[src/rtl/wm_load_pkg.sv]
// Shared types and defaults for the washing-machine load power arbiter.
package wm_load_pkg;

  localparam int unsigned NumLoads = 4;
  localparam int unsigned PwrW     = 10;

  typedef enum logic [1:0] {
    LOAD_PUMP   = 2'd0,
    LOAD_VALVE  = 2'd1,
    LOAD_MOTOR  = 2'd2,
    LOAD_HEATER = 2'd3
  } load_e;

  typedef enum logic [1:0] {
    StIdle,
    StStagger,
    StFault
  } arb_state_e;

  localparam int unsigned DefWPump       = 10;
  localparam int unsigned DefWValve      = 5;
  localparam int unsigned DefWMotor      = 50;
  localparam int unsigned DefWHeater     = 200;
  localparam int unsigned DefPowerBudget = 220;

  // Bits needed to hold 0..max_val, never narrower than one bit.
  function automatic int unsigned cnt_width(int unsigned max_val);
    return (max_val < 2) ? 1 : $clog2(max_val + 1);
  endfunction

endpackage

[src/rtl/load_hold_timer.sv]
// Saturating on/off hold counters for one load; each reads "expired" at its limit.
module load_hold_timer
  import wm_load_pkg::*;
#(
  parameter int unsigned MinOn  = 8,
  parameter int unsigned MinOff = 16
) (
  input  logic clk_i,
  input  logic rst_i,
  input  logic start_on_i,
  input  logic start_off_i,
  output logic on_expired_o,
  output logic off_expired_o
);

  localparam int unsigned OnW  = cnt_width(MinOn);
  localparam int unsigned OffW = cnt_width(MinOff);
  localparam logic [OnW-1:0]  OnLim  = OnW'(MinOn);
  localparam logic [OffW-1:0] OffLim = OffW'(MinOff);

  logic [OnW-1:0]  on_q, on_d;
  logic [OffW-1:0] off_q, off_d;

  always_comb begin
    on_d  = on_q;
    off_d = off_q;
    if (start_on_i) begin
      on_d = '0;
    end else if (on_q != OnLim) begin
      on_d = on_q + 1'b1;
    end
    if (start_off_i) begin
      off_d = '0;
    end else if (off_q != OffLim) begin
      off_d = off_q + 1'b1;
    end
  end

  // Off-timer resets expired so every load is grantable straight out of reset.
  always_ff @(posedge clk_i or posedge rst_i) begin
    if (rst_i) begin
      on_q  <= '0;
      off_q <= OffLim;
    end else begin
      on_q  <= on_d;
      off_q <= off_d;
    end
  end

  assign on_expired_o  = (on_q == OnLim);
  assign off_expired_o = (off_q == OffLim);

endmodule

[src/rtl/load_power_arbiter.sv]
// Grants mains power to four loads with inrush staggering and min on/off hold times.
// Optional preemption of lower-priority loads is enabled by LOAD_ARB_PREEMPT_EN.
module load_power_arbiter
  import wm_load_pkg::*;
#(
  parameter int unsigned W_PUMP         = DefWPump,
  parameter int unsigned W_VALVE        = DefWValve,
  parameter int unsigned W_MOTOR        = DefWMotor,
  parameter int unsigned W_HEATER       = DefWHeater,
  parameter int unsigned POWER_BUDGET   = DefPowerBudget,
  parameter int unsigned STAGGER_CYCLES = 4,
  parameter int unsigned MIN_ON_CYCLES  = 8,
  parameter int unsigned MIN_OFF_CYCLES = 16
) (
  input  logic                clk_i,
  input  logic                rst_i,
  input  logic [NumLoads-1:0] req_i,
  input  logic                fault_i,
  output logic [NumLoads-1:0] gnt_o,
  output logic [PwrW-1:0]     power_used_o,
  output logic                busy_o
);

  localparam int unsigned StgW = cnt_width(STAGGER_CYCLES);
  localparam logic [StgW-1:0] StgLoad = StgW'(STAGGER_CYCLES);

  if (W_PUMP + W_VALVE + W_MOTOR + W_HEATER > (1 << PwrW) - 1) begin : g_weight_overflow
    $error("load_power_arbiter: total load weight does not fit the power_used width");
  end

  arb_state_e          state_q, state_d;
  logic [StgW-1:0]     stg_q, stg_d;
  logic [NumLoads-1:0] gnt_q, gnt_d;
  logic [PwrW-1:0]     power_q, power_d;

  logic [NumLoads-1:0] on_exp, off_exp, start_on, start_off, elig;
  logic [PwrW-1:0]     wt [NumLoads];
  logic [PwrW-1:0]     kept_pwr;
  logic [1:0]          pick;
  logic                pick_vld, fits;

  assign wt[LOAD_PUMP]   = PwrW'(W_PUMP);
  assign wt[LOAD_VALVE]  = PwrW'(W_VALVE);
  assign wt[LOAD_MOTOR]  = PwrW'(W_MOTOR);
  assign wt[LOAD_HEATER] = PwrW'(W_HEATER);

`ifdef LOAD_ARB_PREEMPT_EN
  logic [1:0] vic;
  logic       vic_vld;
`else
  logic [NumLoads-1:0] unused_on_exp;
  assign unused_on_exp = on_exp;
`endif

  always_comb begin
    state_d  = state_q;
    stg_d    = stg_q;
    // Releases apply in every state, and the budget check sees them already removed.
    gnt_d    = gnt_q & req_i;
    elig     = req_i & ~gnt_q & off_exp;
    pick_vld = 1'b0;
    pick     = '0;
    for (int i = int'(NumLoads) - 1; i >= 0; i--) begin
      if (elig[i]) begin
        pick_vld = 1'b1;
        pick     = 2'(i);
      end
    end
    kept_pwr = '0;
    for (int unsigned i = 0; i < NumLoads; i++) begin
      if (gnt_d[i]) kept_pwr = kept_pwr + wt[i];
    end
    fits = (32'(kept_pwr) + 32'(wt[pick])) <= POWER_BUDGET;
`ifdef LOAD_ARB_PREEMPT_EN
    vic_vld = 1'b0;
    vic     = '0;
    for (int unsigned j = 0; j < NumLoads; j++) begin
      if (gnt_d[j] && on_exp[j] && (2'(j) > pick)) begin
        vic_vld = 1'b1;
        vic     = 2'(j);
      end
    end
`endif

    unique case (state_q)
      StIdle: begin
        if (pick_vld) begin
          if (fits) begin
            gnt_d[pick] = 1'b1;
            stg_d       = StgLoad;
            state_d     = StStagger;
          end
`ifdef LOAD_ARB_PREEMPT_EN
          else if (vic_vld) begin
            gnt_d[vic] = 1'b0;
            stg_d      = StgLoad;
            state_d    = StStagger;
          end
`endif
        end
      end
      StStagger: begin
        stg_d = stg_q - 1'b1;
        if (stg_q == StgW'(1)) state_d = StIdle;
      end
      StFault: state_d = StIdle;
      default: state_d = StIdle;
    endcase

    if (fault_i) begin
      state_d = StFault;
      gnt_d   = '0;
    end

    power_d = '0;
    for (int unsigned i = 0; i < NumLoads; i++) begin
      if (gnt_d[i]) power_d = power_d + wt[i];
    end
  end

  assign start_on  = gnt_d & ~gnt_q;
  assign start_off = gnt_q & ~gnt_d;

  for (genvar g = 0; g < int'(NumLoads); g++) begin : g_timer
    load_hold_timer #(
      .MinOn  (MIN_ON_CYCLES),
      .MinOff (MIN_OFF_CYCLES)
    ) u_timer (
      .clk_i         (clk_i),
      .rst_i         (rst_i),
      .start_on_i    (start_on[g]),
      .start_off_i   (start_off[g]),
      .on_expired_o  (on_exp[g]),
      .off_expired_o (off_exp[g])
    );
  end

  always_ff @(posedge clk_i or posedge rst_i) begin
    if (rst_i) begin
      state_q <= StIdle;
      stg_q   <= '0;
      gnt_q   <= '0;
      power_q <= '0;
    end else begin
      state_q <= state_d;
      stg_q   <= stg_d;
      gnt_q   <= gnt_d;
      power_q <= power_d;
    end
  end

  assign gnt_o        = gnt_q;
  assign power_used_o = power_q;
  assign busy_o       = (state_q != StIdle);

endmodule

[config.mk]
export PLATFORM = sky130hd
export DESIGN_NAME = load_power_arbiter
export DESIGN_NICKNAME = d
export VERILOG_FILES = /design/src/rtl/wm_load_pkg.sv /design/src/rtl/load_hold_timer.sv /design/src/rtl/load_power_arbiter.sv
export SDC_FILE = /design/constraint.sdc
export NUM_CORES = 1
export LEC_CHECK = 0
export ABC_AREA = 1
export BUFFER_PORTS_ARGS = -buffer_cell sky130_fd_sc_hd__buf_2
export CORE_ASPECT_RATIO = 1.2
export CORE_MARGIN = 3
export CORE_UTILIZATION = 45
export CTS_CLUSTER_SIZE = 30
export DETAILED_ROUTE_END_ITERATION = 10
export HOLD_SLACK_MARGIN = 0.05
export SLEW_MARGIN = 0
export SYNTH_ARGS = -nofsm -noshare
export SYNTH_HDL_FRONTEND = slang
export SYNTH_HIERARCHICAL = 1
export SYNTH_SLANG_ARGS = --single-unit
[constraint.sdc]
create_clock -name clk_i -period 3.8 [get_ports clk_i]
set_input_delay 0.57 -clock clk_i [delete_from_list [all_inputs] [get_ports clk_i]]
set_output_delay 0.57 -clock clk_i [all_outputs]
set_load 0.03 [all_outputs]
[Word level (Yosys, flattened, before mapping)]
Index checks and enable logic that the tools add are counted.
Storage, ports and cells
  register bits after elaboration: 39
  logic and storage cells: 98
Operators by class
  add/subtract/negate cells: 12
  order comparisons: 4
  equality and inequality tests: 15
  multiplexer cells: 41
  bitwise gates (word level): 8
  reduce and logical (&&, ||, !) cells: 10
Operators with widths (number)
  $mux W10: 8
  $mux W5: 8
  $mux W4: 6
  $add A10 B3 Y10 const B: 2
  $add A10 B6 Y10 const B: 2
  $add A10 B8 Y10 const B: 2
  $add A5 B1 Y5 const B: 4
  $bmux W10 S2: 1
  $eq A5 B5 Y1 const B: 4
  $ne A5 B5 Y1 const B: 4
  $and A4 B4 Y4: 4
  $mux W2: 8
  $reduce_bool A2 Y1: 6
  $add A10 B10 Y11: 1
  $le A11 B8 Y1 const B: 1
  $ne A3 B3 Y1 const B: 3
  $not A4 Y4: 2
  $mux W3: 2
  $pmux W3 S2: 1
  $reduce_and A3 Y1: 2
  $mux W1: 5
  $ne A2 B2 Y1 const B: 2
  $or A4 B4 Y4: 1
  $pmux W2 S2: 1
  10 further kinds: 10

[Depth between registers and ports, before layout]
Gate-level depths: netlist of the first run.
  depth after elaboration: 24
  mapped depth: 36
  depth with buffers taken out: 36

[Hierarchy]
Netlist of the first run, hierarchy kept.
By module, submodules not included
  load_power_arbiter: instances 1, cells an instance 264, area an instance 1834.3 sq um
  load_hold_timer at g_timer[1].u_timer ...: instances 3, cells an instance 65, area an instance 519.2 sq um
  load_hold_timer at g_timer[0].u_timer: instances 1, cells an instance 67, area an instance 525.5 sq um

[Worst setup path before layout of the first run]
OpenSTA, ideal clock, no wires.
  kind: register -> register
  from: register g_timer[2].u_timer.off_q[0]
  to: register power_q[6] (netlist: power_used_o[6])
  library setup time: 0.075 ns
  data arrival time: 4.107 ns
  data required time: 3.725 ns
  path slack: -0.382 ns
  cell stages (with the launch flop): 35
  buffers on the path: 0
  cells stage by stage: dfrtp_1 -> inv_1 -> ha_1 -> nand2_1 -> nor2_2 -> nand2_1 -> nor2_1 -> nor2_4 -> o21ai_0 -> inv_1 -> ha_1 -> inv_1 -> ha_1 -> nand2_1 -> clkinv_1 -> nand2_1 -> nand2_1 -> nand2_1 -> nand3_1 -> o21ai_1 -> nand2_1 -> nor2_1 -> nand2_4 -> nand3b_4 -> inv_2 -> nand2_1 -> nand2_2 -> nand3_2 -> inv_1 -> ha_1 -> nor2_2 -> ha_1 -> inv_1 -> ha_1 -> o21ai_2
Between the ends
  elaborated cells between the ends (all ways): 31
  classes of those cells: add/sub: 4; order compare: 3; eq/ne: 1; mux: 19; bitwise: 3; reduce/logical: 1
RTL lines
  from (decl): line load_hold_timer.sv:22  | logic [OffW-1:0] off_q, off_d;
  from (signal assigned): line load_hold_timer.sv:43  | off_q <= OffLim;
  $eq A5 B5 Y1 (*): line load_hold_timer.sv:51  | assign off_expired_o = (off_q == OffLim);
  net off_exp[2]: line load_power_arbiter.sv:36  | logic [NumLoads-1:0] on_exp, off_exp, start_on, start_off, elig;
  $and A4 B4 Y4 (*): line load_power_arbiter.sv:60  | elig = req_i & ~gnt_q & off_exp;
  $mux W2 (3 in a row): line load_power_arbiter.sv:64  | if (elig[i]) begin
  $not A2 Y3 (implied by the code): line load_power_arbiter.sv:73  | fits = (32'(kept_pwr) + 32'(wt[pick])) <= POWER_BUDGET;
  $bmux W10 S2: line load_power_arbiter.sv:73
  $mux W10 (implied by the code) (2 in a row): line load_power_arbiter.sv:73
  $add A10 B10 Y11: line load_power_arbiter.sv:73
  (+4 left out)
  $mux W4 (*): line load_power_arbiter.sv:110  | if (fault_i) begin
  net gnt_d[1]: line load_power_arbiter.sv:33  | logic [NumLoads-1:0] gnt_q, gnt_d;
  $mux W10 (*): line load_power_arbiter.sv:117  | if (gnt_d[i]) power_d = power_d + wt[i];
  $add A10 B6 Y10: line load_power_arbiter.sv:117
  $mux W10 (*): line load_power_arbiter.sv:117
  $add A10 B8 Y10: line load_power_arbiter.sv:117
  $mux W10 (*): line load_power_arbiter.sv:117
  net power_d[6]: line load_power_arbiter.sv:34  | logic [PwrW-1:0] power_q, power_d;
  to (signal assigned): line load_power_arbiter.sv:148  | power_q <= power_d;
  to (decl): line load_power_arbiter.sv:34
Mark *: on every way through the listed nets, which the timed path passes. The rest lies on a longest branch. The select of a mux whose other input is x is not followed.
A chain may end at the register's enable or synchronous reset.

[Worst setup path in the final report of the first run]
  from: register g_timer[2].u_timer.off_q[0]
  to: register power_q[6] (netlist: power_used_o[6])
Between the ends
  word-level cells in the longest chain between the ends: 22
  elaborated cells between the ends (all ways): 31
  classes of those cells: add/sub: 4; order compare: 3; eq/ne: 1; mux: 19; bitwise: 3; reduce/logical: 1
RTL lines (line)
  $eq A5 B5 Y1 (*): load_hold_timer.sv:51
  net off_exp[2]: load_power_arbiter.sv:36
  $and A4 B4 Y4 (*): load_power_arbiter.sv:60
  $mux W2 (3 in a row): load_power_arbiter.sv:64
  $not A2 Y3 (implied by the code): load_power_arbiter.sv:73
  $bmux W10 S2: load_power_arbiter.sv:73
  $mux W10 (implied by the code) (2 in a row): load_power_arbiter.sv:73
  $add A10 B10 Y11: load_power_arbiter.sv:73
  (+5 left out)
  $mux W4: load_power_arbiter.sv:117
  $add A10 B3 Y10: load_power_arbiter.sv:117
  $mux W10: load_power_arbiter.sv:117
  $add A10 B6 Y10: load_power_arbiter.sv:117
  $mux W10: load_power_arbiter.sv:117
  $add A10 B8 Y10: load_power_arbiter.sv:117
  $mux W10 (*): load_power_arbiter.sv:117
  net power_d[6]: load_power_arbiter.sv:34
Marked as above.

==> results.toml, run 1 <==
[finish]
nets = 575
fillers = 529
drive_above_1_share = 0.455
multi_input_area_sq_um = 2090
area_growth_pct = 45.9
regArea_sq_um = 932
antenna_cells = 0
design_area_sq_um = 4360

[global_routing]
grt_max_degree = 18
grt_pass1_wl_microns = 12000
antenna_found_initial = 0
grt_pass1_vias = 2822
grt_overflow = 0
track_usage = 0.196

[clock_tree]
insertion_delay_ns = 0.28
cts_buffers = 5
clk_pin_slew_ns = 0.07
clock-sinks = 37
hold_buffers = 0
cts_buffer_depth = 2
cts_root_buf = "clkbuf_8"
cts_tree = "done"
cts_max_level = 2

[status]
status = "finished, violations left"
failed_checks = "setup timing"

[sta]
clock_skew_ns = 0.00367
rsz0062_at_grt = "true"
fin_ws_ns = -0.150
worst-slew-pin-transition_ns = 0.687
drv_slew = 0
max_freq_mhz = 253
timing.final.crit_period_ns = 3.95
finalHoldViolations = 0
setup-violations-final = 3
maxSlewHeadroom = 0.541
hold_slack_ns = 0.219
min_period_over_period = 1.04

[worst_hold_path]
min_path_type = "primary input to async pin"

[die]
num_rows = 31
core_area_sq_um = 6240
die-area_sq_um = 7650
die_w_microns = 80.4
io_pins = 22
die_height_microns = 95.2
initial_core_util = 0.478

[critical_path]
end_kind = "flop"
crit_arrival_ns = 4.17
path_common_cell = "nand2_4"
r2r-end = "power_used_o[6]"
path_max_fanout = 4
start_kind = "flop"
cp_slowest_cell = "dfrtp_1"
required_ns = 4.02
path_delay_family = "simple AND/OR/NAND/NOR gates"
critPathLaunch = "g_timer[2].u_timer/off_q[0]"
r2r_slack_ns = -0.15
cp_num_buf_inv = 7
path_class = "flop to flop"
cp_slowest_stage_delay_ns = 0.39
r2r_cells = 36
r2r_start = "g_timer[2].u_timer/off_q[0]"

[power]
power.density_nw_per_um2 = 493
vdd_drop_max_mv = 0.369
total_leakage_power_nw = 2.37
totalPowerFinal_mw = 2.15

[route]
viasPerCell = 4.73
post-route-drc-count = 0
first_pass_iters = 6
ant_nets = 0
routed-via-count = 2932
wl_per_cell_microns = 11.1
drt_iter0_drc = 75
wirelength_microns = 6910

[placement]
io_buffers = 20
dp_hpwl_microns = 5400
gp_congestion = 0.814
pre_cts_ws_ns = -0.325
placed_cell_area_sq_um = 3820

[job]
cap_viol_max_count = 0

[logic_synthesis]
ys_warn_count = 6
synth_nets = 456
syn_area_sq_um = 2990
synthCells = 418
syn_area_per_cell_sq_um = 7.15
registers in the layout, summed over array words and instances, names as in the netlist:
name / count
power_used_o: 8
g_timer.u_timer/off_q: 20
state_q: 2
gnt_o: 4
stg_q: 3
through the flow:
stage          std cells  TNS, ns  utilization
3_3_place_gp         586   -0.663        0.612
2_1_floorplan        418  -0.0533            -
3_5_place_dp         586    -1.05        0.612
5_1_grt              620    -2.97        0.698
6_report             620   -0.228        0.698
4_1_cts              613   -0.115        0.677
timing repair:
action | in CTS | in global routing
setup buffers | 19 | 7
resized for setup | 42 | 29
gates cloned | 0 | 0
setup endpoints to repair | 11 | 24
pin swaps | 23 | 32
metal layers:
layer  track usage  wire length [microns]  up-vias  part of all wire
met2         0.363                   3700       26              0.53
met1         0.233                   3030     1363              0.44
li1              -                      -     1539                 -
met4        0.0507                     51        0            0.0074
met3        0.0350                    136        4             0.020
met5             0                      0        -                 0
cells in the final DEF, fill, tap and decap left out, drive strengths merged, types with 2 or more instances in the layout:
cell type,count
nand2,113
ha,30
a21oi,11
xor2,3
xnor2,4
buf,115
nor2,55
o21ai,10
clkinv,3
or2,3
dfstp,4
nand3b,4
nand4,8
inv,79
nand3,49
dfrtp,33
clkbuf,7
nor3,2
final cells by class:
| class | count | share of cell area |
|---|---|---|
| well taps | 82 | 0.0235 |
| clock inverters | 1 | 0.00172 |
| inverters | 82 | 0.0735 |
| flip-flops and latches | 37 | 0.214 |
| multi-input cells | 296 | 0.479 |
| clock buffers | 7 | 0.0198 |
| repair buffers | 115 | 0.188 |
worst max path at each step:
stage	endpoint	slack, ns	depth (start not counted)
floorplan	power_used_o[6]	-0.05	36
global placement	power_used_o[6]	-0.24	34
detailed placement	power_used_o[6]	-0.32	36
CTS	power_used_o[6]	-0.11	36
global route	power_used_o[6]	-0.44	36
finish	power_used_o[6]	-0.15	36
power breakdown:
part	leakage, nW	switching, mW	internal, mW	total, mW
sequential	0.459	0.0711	0.544	0.615
combinational	1.86	0.629	0.617	1.25
clock	0.0445	0.140	0.147	0.288
total	2.37	0.840	1.31	2.15
No activity file was read; power rests on OpenSTA's default activity.
==> run 2, diff against run 1 <==
--- a/config.mk
+++ b/config.mk
@@ -13,6 +13,7 @@
 export CTS_CLUSTER_SIZE = 30
 export DETAILED_ROUTE_END_ITERATION = 10
 export HOLD_SLACK_MARGIN = 0.05
+export SKIP_CTS_REPAIR_TIMING = 1
 export SLEW_MARGIN = 0
 export SYNTH_ARGS = -nofsm -noshare
 export SYNTH_HDL_FRONTEND = slang
==> run 2 against run 1 <==
The run still ends with setup timing left; hold slack worse by 0.0033 ns; cell area decreased by 2.2%; power decreased by 1.4%; largest cell class unchanged; die area unchanged; core utilization shrank 1.5 points; wire length decreased by 0.23%; count of clock-buffer cells in the layout is the same; register-to-register slack got worse by 0.06 ns; fmax decreased by 1.5%; sequential share of layout area rose by 0.48 points; final cell count is 2.1% lower.
==> results.toml, run 2 (synthesis results as in run 1) <==
[sta]
fin_ws_ns = -0.212
rsz0062_at_grt = "true"
timing.final.crit_period_ns = 4.01
drv_slew = 0
max_freq_mhz = 249
clock_skew_ns = 0.00249
finalHoldViolations = 0
min_period_over_period = 1.06
maxSlewHeadroom = 0.558
setup-violations-final = 5
hold_slack_ns = 0.216
worst-slew-pin-transition_ns = 0.661

[critical_path]
required_ns = 4.02
cp_num_buf_inv = 6
start_kind = "flop"
r2r_slack_ns = -0.21
cp_slowest_cell = "dfrtp_1"
path_max_fanout = 5
end_kind = "flop"
path_class = "flop to flop"
path_delay_family = "simple AND/OR/NAND/NOR gates"
crit_arrival_ns = 4.23
cp_slowest_stage_delay_ns = 0.39
path_common_cell = "ha_4"

[route]
post-route-drc-count = 0
ant_nets = 0
first_pass_iters = 4
wirelength_microns = 6900
routed-via-count = 2858
drt_iter0_drc = 66
viasPerCell = 4.71
wl_per_cell_microns = 11.4

[finish]
final_common_cell = "nand2_1"
layout_common_cells = "nand2_1, buf_4, inv_1"
nets = 562
antenna_cells = 0
design_area_sq_um = 4260
drive_above_1_share = 0.430
largest_reg_flops = 20
fin_util = 0.683
final_cells = 607
area_growth_pct = 42.7
regMostFlops = "g_timer.u_timer/off_q"

[status]
failed_checks = "setup timing"
status = "finished, violations left"

[clock_tree]
clock-sinks = 37
cts_max_level = 2
clk_pin_slew_ns = 0.07
insertion_delay_ns = 0.29
cts_tree = "done"
cts_buffer_depth = 2
cts_buffers = 5
cts_root_buf = "clkbuf_8"

[global_routing]
antenna_found_initial = 0
grt_max_degree = 18
grt_overflow = 0
grt_pass1_vias = 2621
grt_pass1_wl_microns = 11200
track_usage = 0.184

[die]
die_w_microns = 80.4
num_rows = 31
initial_core_util = 0.478
die-area_sq_um = 7650
io_pins = 22
die_height_microns = 95.2
core_area_sq_um = 6240

[placement]
dp.cells = 586
gp_congestion = 0.814
pre_cts_ws_ns = -0.325
placed_cell_area_sq_um = 3820
io_buffers = 20
dp_hpwl_microns = 5400

[job]
cap_viol_max_count = 0

[power]
total_leakage_power_nw = 2.33
power.density_nw_per_um2 = 497
vdd_drop_max_mv = 0.394

[worst_hold_path]
min_path_type = "primary input to async pin"
-- run 2: final timing paths --
kind	cells after the start	endpoint	from
worst max-delay path	33	power_used_o[6]	g_timer[2].u_timer/off_q[0]
worst min-delay path	2	g_timer[1].u_timer/off_q[3]	rst_i
worst max register to register	33	power_used_o[6]	g_timer[2].u_timer/off_q[0]
worst min register to register	2	stg_q[2]	stg_q[2]
max in group asynchronous	2	gnt_o[1]	rst_i
min in group clk_i	1	state_q[1]	fault_i
-- run 2: cell type report --
cell class	count	area, sq um
inverters	82	318
clock inverters	1	7.51
fillers	528	1980
repair buffers	102	719
clock buffers	7	86.3
well taps	82	103
multi-input cells	296	2100
flip-flops and latches	37	932
-- run 2: where the power goes --
group | internal [mW] | total, mW | leakage, nW | switching, mW
registers | 0.544 | 0.616 | 0.459 | 0.0716
logic | 0.577 | 1.21 | 1.83 | 0.635
clock network | 0.147 | 0.290 | 0.0445 | 0.143
-- run 2: layer usage --
metal	GRT usage	part of all wire	up-vias
met4	0.0465	0.0087	0
met2	0.336	0.54	17
met5	0	0	-
li1	-	-	1511
met1	0.222	0.44	1325
met3	0.0331	0.015	5
-- run 2: per-stage QoR --
step,setup TNS (ns),power (mW)
CTS,-1.38,1.95
global route,-2.90,2.32
floorplan,-0.0533,1.26
finish,-0.421,2.12
global placement,-0.663,1.62
detailed placement,-1.05,1.65
==> run 3, diff against run 2 <==
--- a/config.mk
+++ b/config.mk
@@ -7,12 +7,15 @@
 export LEC_CHECK = 0
 export ABC_AREA = 1
 export BUFFER_PORTS_ARGS = -buffer_cell sky130_fd_sc_hd__buf_2
+export CELL_PAD_IN_SITES_DETAIL_PLACEMENT = 1
+export CELL_PAD_IN_SITES_GLOBAL_PLACEMENT = 1
 export CORE_ASPECT_RATIO = 1.2
 export CORE_MARGIN = 3
 export CORE_UTILIZATION = 45
 export CTS_CLUSTER_SIZE = 30
 export DETAILED_ROUTE_END_ITERATION = 10
 export HOLD_SLACK_MARGIN = 0.05
+export PLACE_DENSITY_LB_ADDON = 0.1
 export SKIP_CTS_REPAIR_TIMING = 1
 export SLEW_MARGIN = 0
 export SYNTH_ARGS = -nofsm -noshare
==> constraint.sdc (replaced) <==
create_clock -name clk_i -period 4.64 [get_ports clk_i]
set_input_delay 0.696 -clock clk_i [delete_from_list [all_inputs] [get_ports clk_i]]
set_output_delay 0.696 -clock clk_i [all_outputs]
set_load 0.03 [all_outputs]
==> run 3 against run 2 <==
The run now ends clean; sequential cell count unchanged; critical path depth decreased by 4; count of clock-buffer cells in the layout decreased by 1; via count decreased by 3.3%; power decreased by 27%; wire length increased by 18%; core utilization decreased by 11 points; sequential power decreased by 13%; cell area decreased by 16%; register-to-register slack improved by 0.46 ns; hold slack improved by 0.13 ns; setup slack improved by 0.44 ns; critical path type is now primary input to flop; critical endpoint unchanged.
==> results.toml, run 3 (synthesis results as in run 1) <==
[status]
status = "finished clean"

[power]
vdd_drop_max_mv = 0.305
totalPowerFinal_mw = 1.54
total_leakage_power_nw = 1.96
power.density_nw_per_um2 = 429

[sta]
hold_slack_ns = 0.344
worst-slew-pin-transition_ns = 0.678
fin_ws_ns = 0.233
fin_tns_setup_ns = 0
setup-violations-final = 0
max_freq_mhz = 227
finalHoldViolations = 0
drv_slew = 0
maxSlewHeadroom = 0.548
timing.final.crit_period_ns = 4.41
min_period_over_period = 0.950
clock_skew_ns = 0.0106

[critical_path]
r2r-end = "power_used_o[6]"
r2r_start = "gnt_o[1]"
path_class = "primary input to flop"
r2r_slack_ns = 0.25
start_kind = "primary input"
end_kind = "flop"
r2r_cells = 28
cp_slowest_cell = "ha_1"
crit_arrival_ns = 4.64
path_max_fanout = 5
cp_slowest_stage_delay_ns = 0.31
required_ns = 4.87

[global_routing]
grt_overflow = 0
grt_use_met2 = 0.414
grt_pass1_wl_microns = 13500
grt.met3_usage = 0.0293
track_usage = 0.223
grt_max_degree = 18
grt_pass1_vias = 3004
top_usage_layer = "met2"
met1_usage = 0.250
antenna_found_initial = 0

[finish]
final_common_cell = "nand2_1"
largest_reg_flops = 20
area_growth_pct = 20.4
layout_common_cells = "nand2_1, inv_1, nand3_1"
antenna_cells = 0
fin_util = 0.576
final_cells = 545
regMostFlops = "g_timer.u_timer/off_q"
drive_above_1_share = 0.279
design_area_sq_um = 3600
nets = 500

[clock_tree]
cts_tree = "done"
cts_buffer_depth = 2
cts_max_level = 2
cts_root_buf = "clkbuf_8"
cts_buffers = 5
clock-sinks = 37
insertion_delay_ns = 0.30
clk_pin_slew_ns = 0.08

[placement]
io_buffers = 20
placed_cell_area_sq_um = 3280
dp.cells = 531
dp_hpwl_microns = 6240
gp_congestion = 0.893
pre_cts_ws_ns = -0.122

[route]
viasPerCell = 5.07
wirelength_microns = 8120
wl_per_cell_microns = 14.9
drt_iter0_drc = 72
first_pass_iters = 4
ant_nets = 0
routed-via-count = 2765
post-route-drc-count = 0

[die]
core_area_sq_um = 6240
io_pins = 22
die_w_microns = 80.4
die-area_sq_um = 7650
die_height_microns = 95.2
num_rows = 31
initial_core_util = 0.478

[worst_hold_path]
min_path_type = "primary input to async pin"

[job]
cap_viol_max_count = 0
[run 3: cell count changes in the layout (fill, tap and decap cells not counted), moves of 4 or more]
cell	change
nand2_1	+12
inv_2	-8
inv_1	+11
ha_4	-6
nand2_4	-7
nand2_2	-5
nor2_2	-4
ha_2	+4
buf_4	-61
[run 3: worst max-delay path by stage]
stage / from / to / slack, ns / cells after the start
finish: req_i[0] / power_used_o[6] / 0.23 / 29
detailed placement: req_i[0] / power_used_o[6] / -0.12 / 30
global route: g_timer[1].u_timer/off_q[1] / power_used_o[6] / -0.11 / 30
floorplan: g_timer[2].u_timer/off_q[0] / power_used_o[6] / 0.47 / 34
CTS: g_timer[2].u_timer/off_q[0] / power_used_o[6] / -0.14 / 34
global placement: req_i[0] / power_used_o[6] / 0.1 / 30
[run 3: metal layers]
| layer | part of all wire | wire (microns) |
|---|---|---|
| met5 | 0 | 0 |
| met3 | 0.021 | 173 |
| met4 | 0.042 | 340 |
| met1 | 0.39 | 3210 |
| met2 | 0.54 | 4400 |
[run 3: layout make-up]
type	instances	area, sq um
tap	82	103
clock buffer	6	72.6
timing repair buffer	40	250
multi-input combinational	296	1910
fill	830	2650
sequential	37	933
clock inverter	2	15.0
inverter	82	309
[run 3: critical path, delay by kind of cell]
kind	cells	cell delay, ns
fa+ha+maj	7	1.66
simple gates	14	1.44
buf+inv	6	0.43
compound gates	2	0.40
[run 3: power by group]
part,internal (mW),switching (mW)
combinational,0.325,0.453
clock,0.106,0.125
sequential,0.446,0.0879
total,0.877,0.666
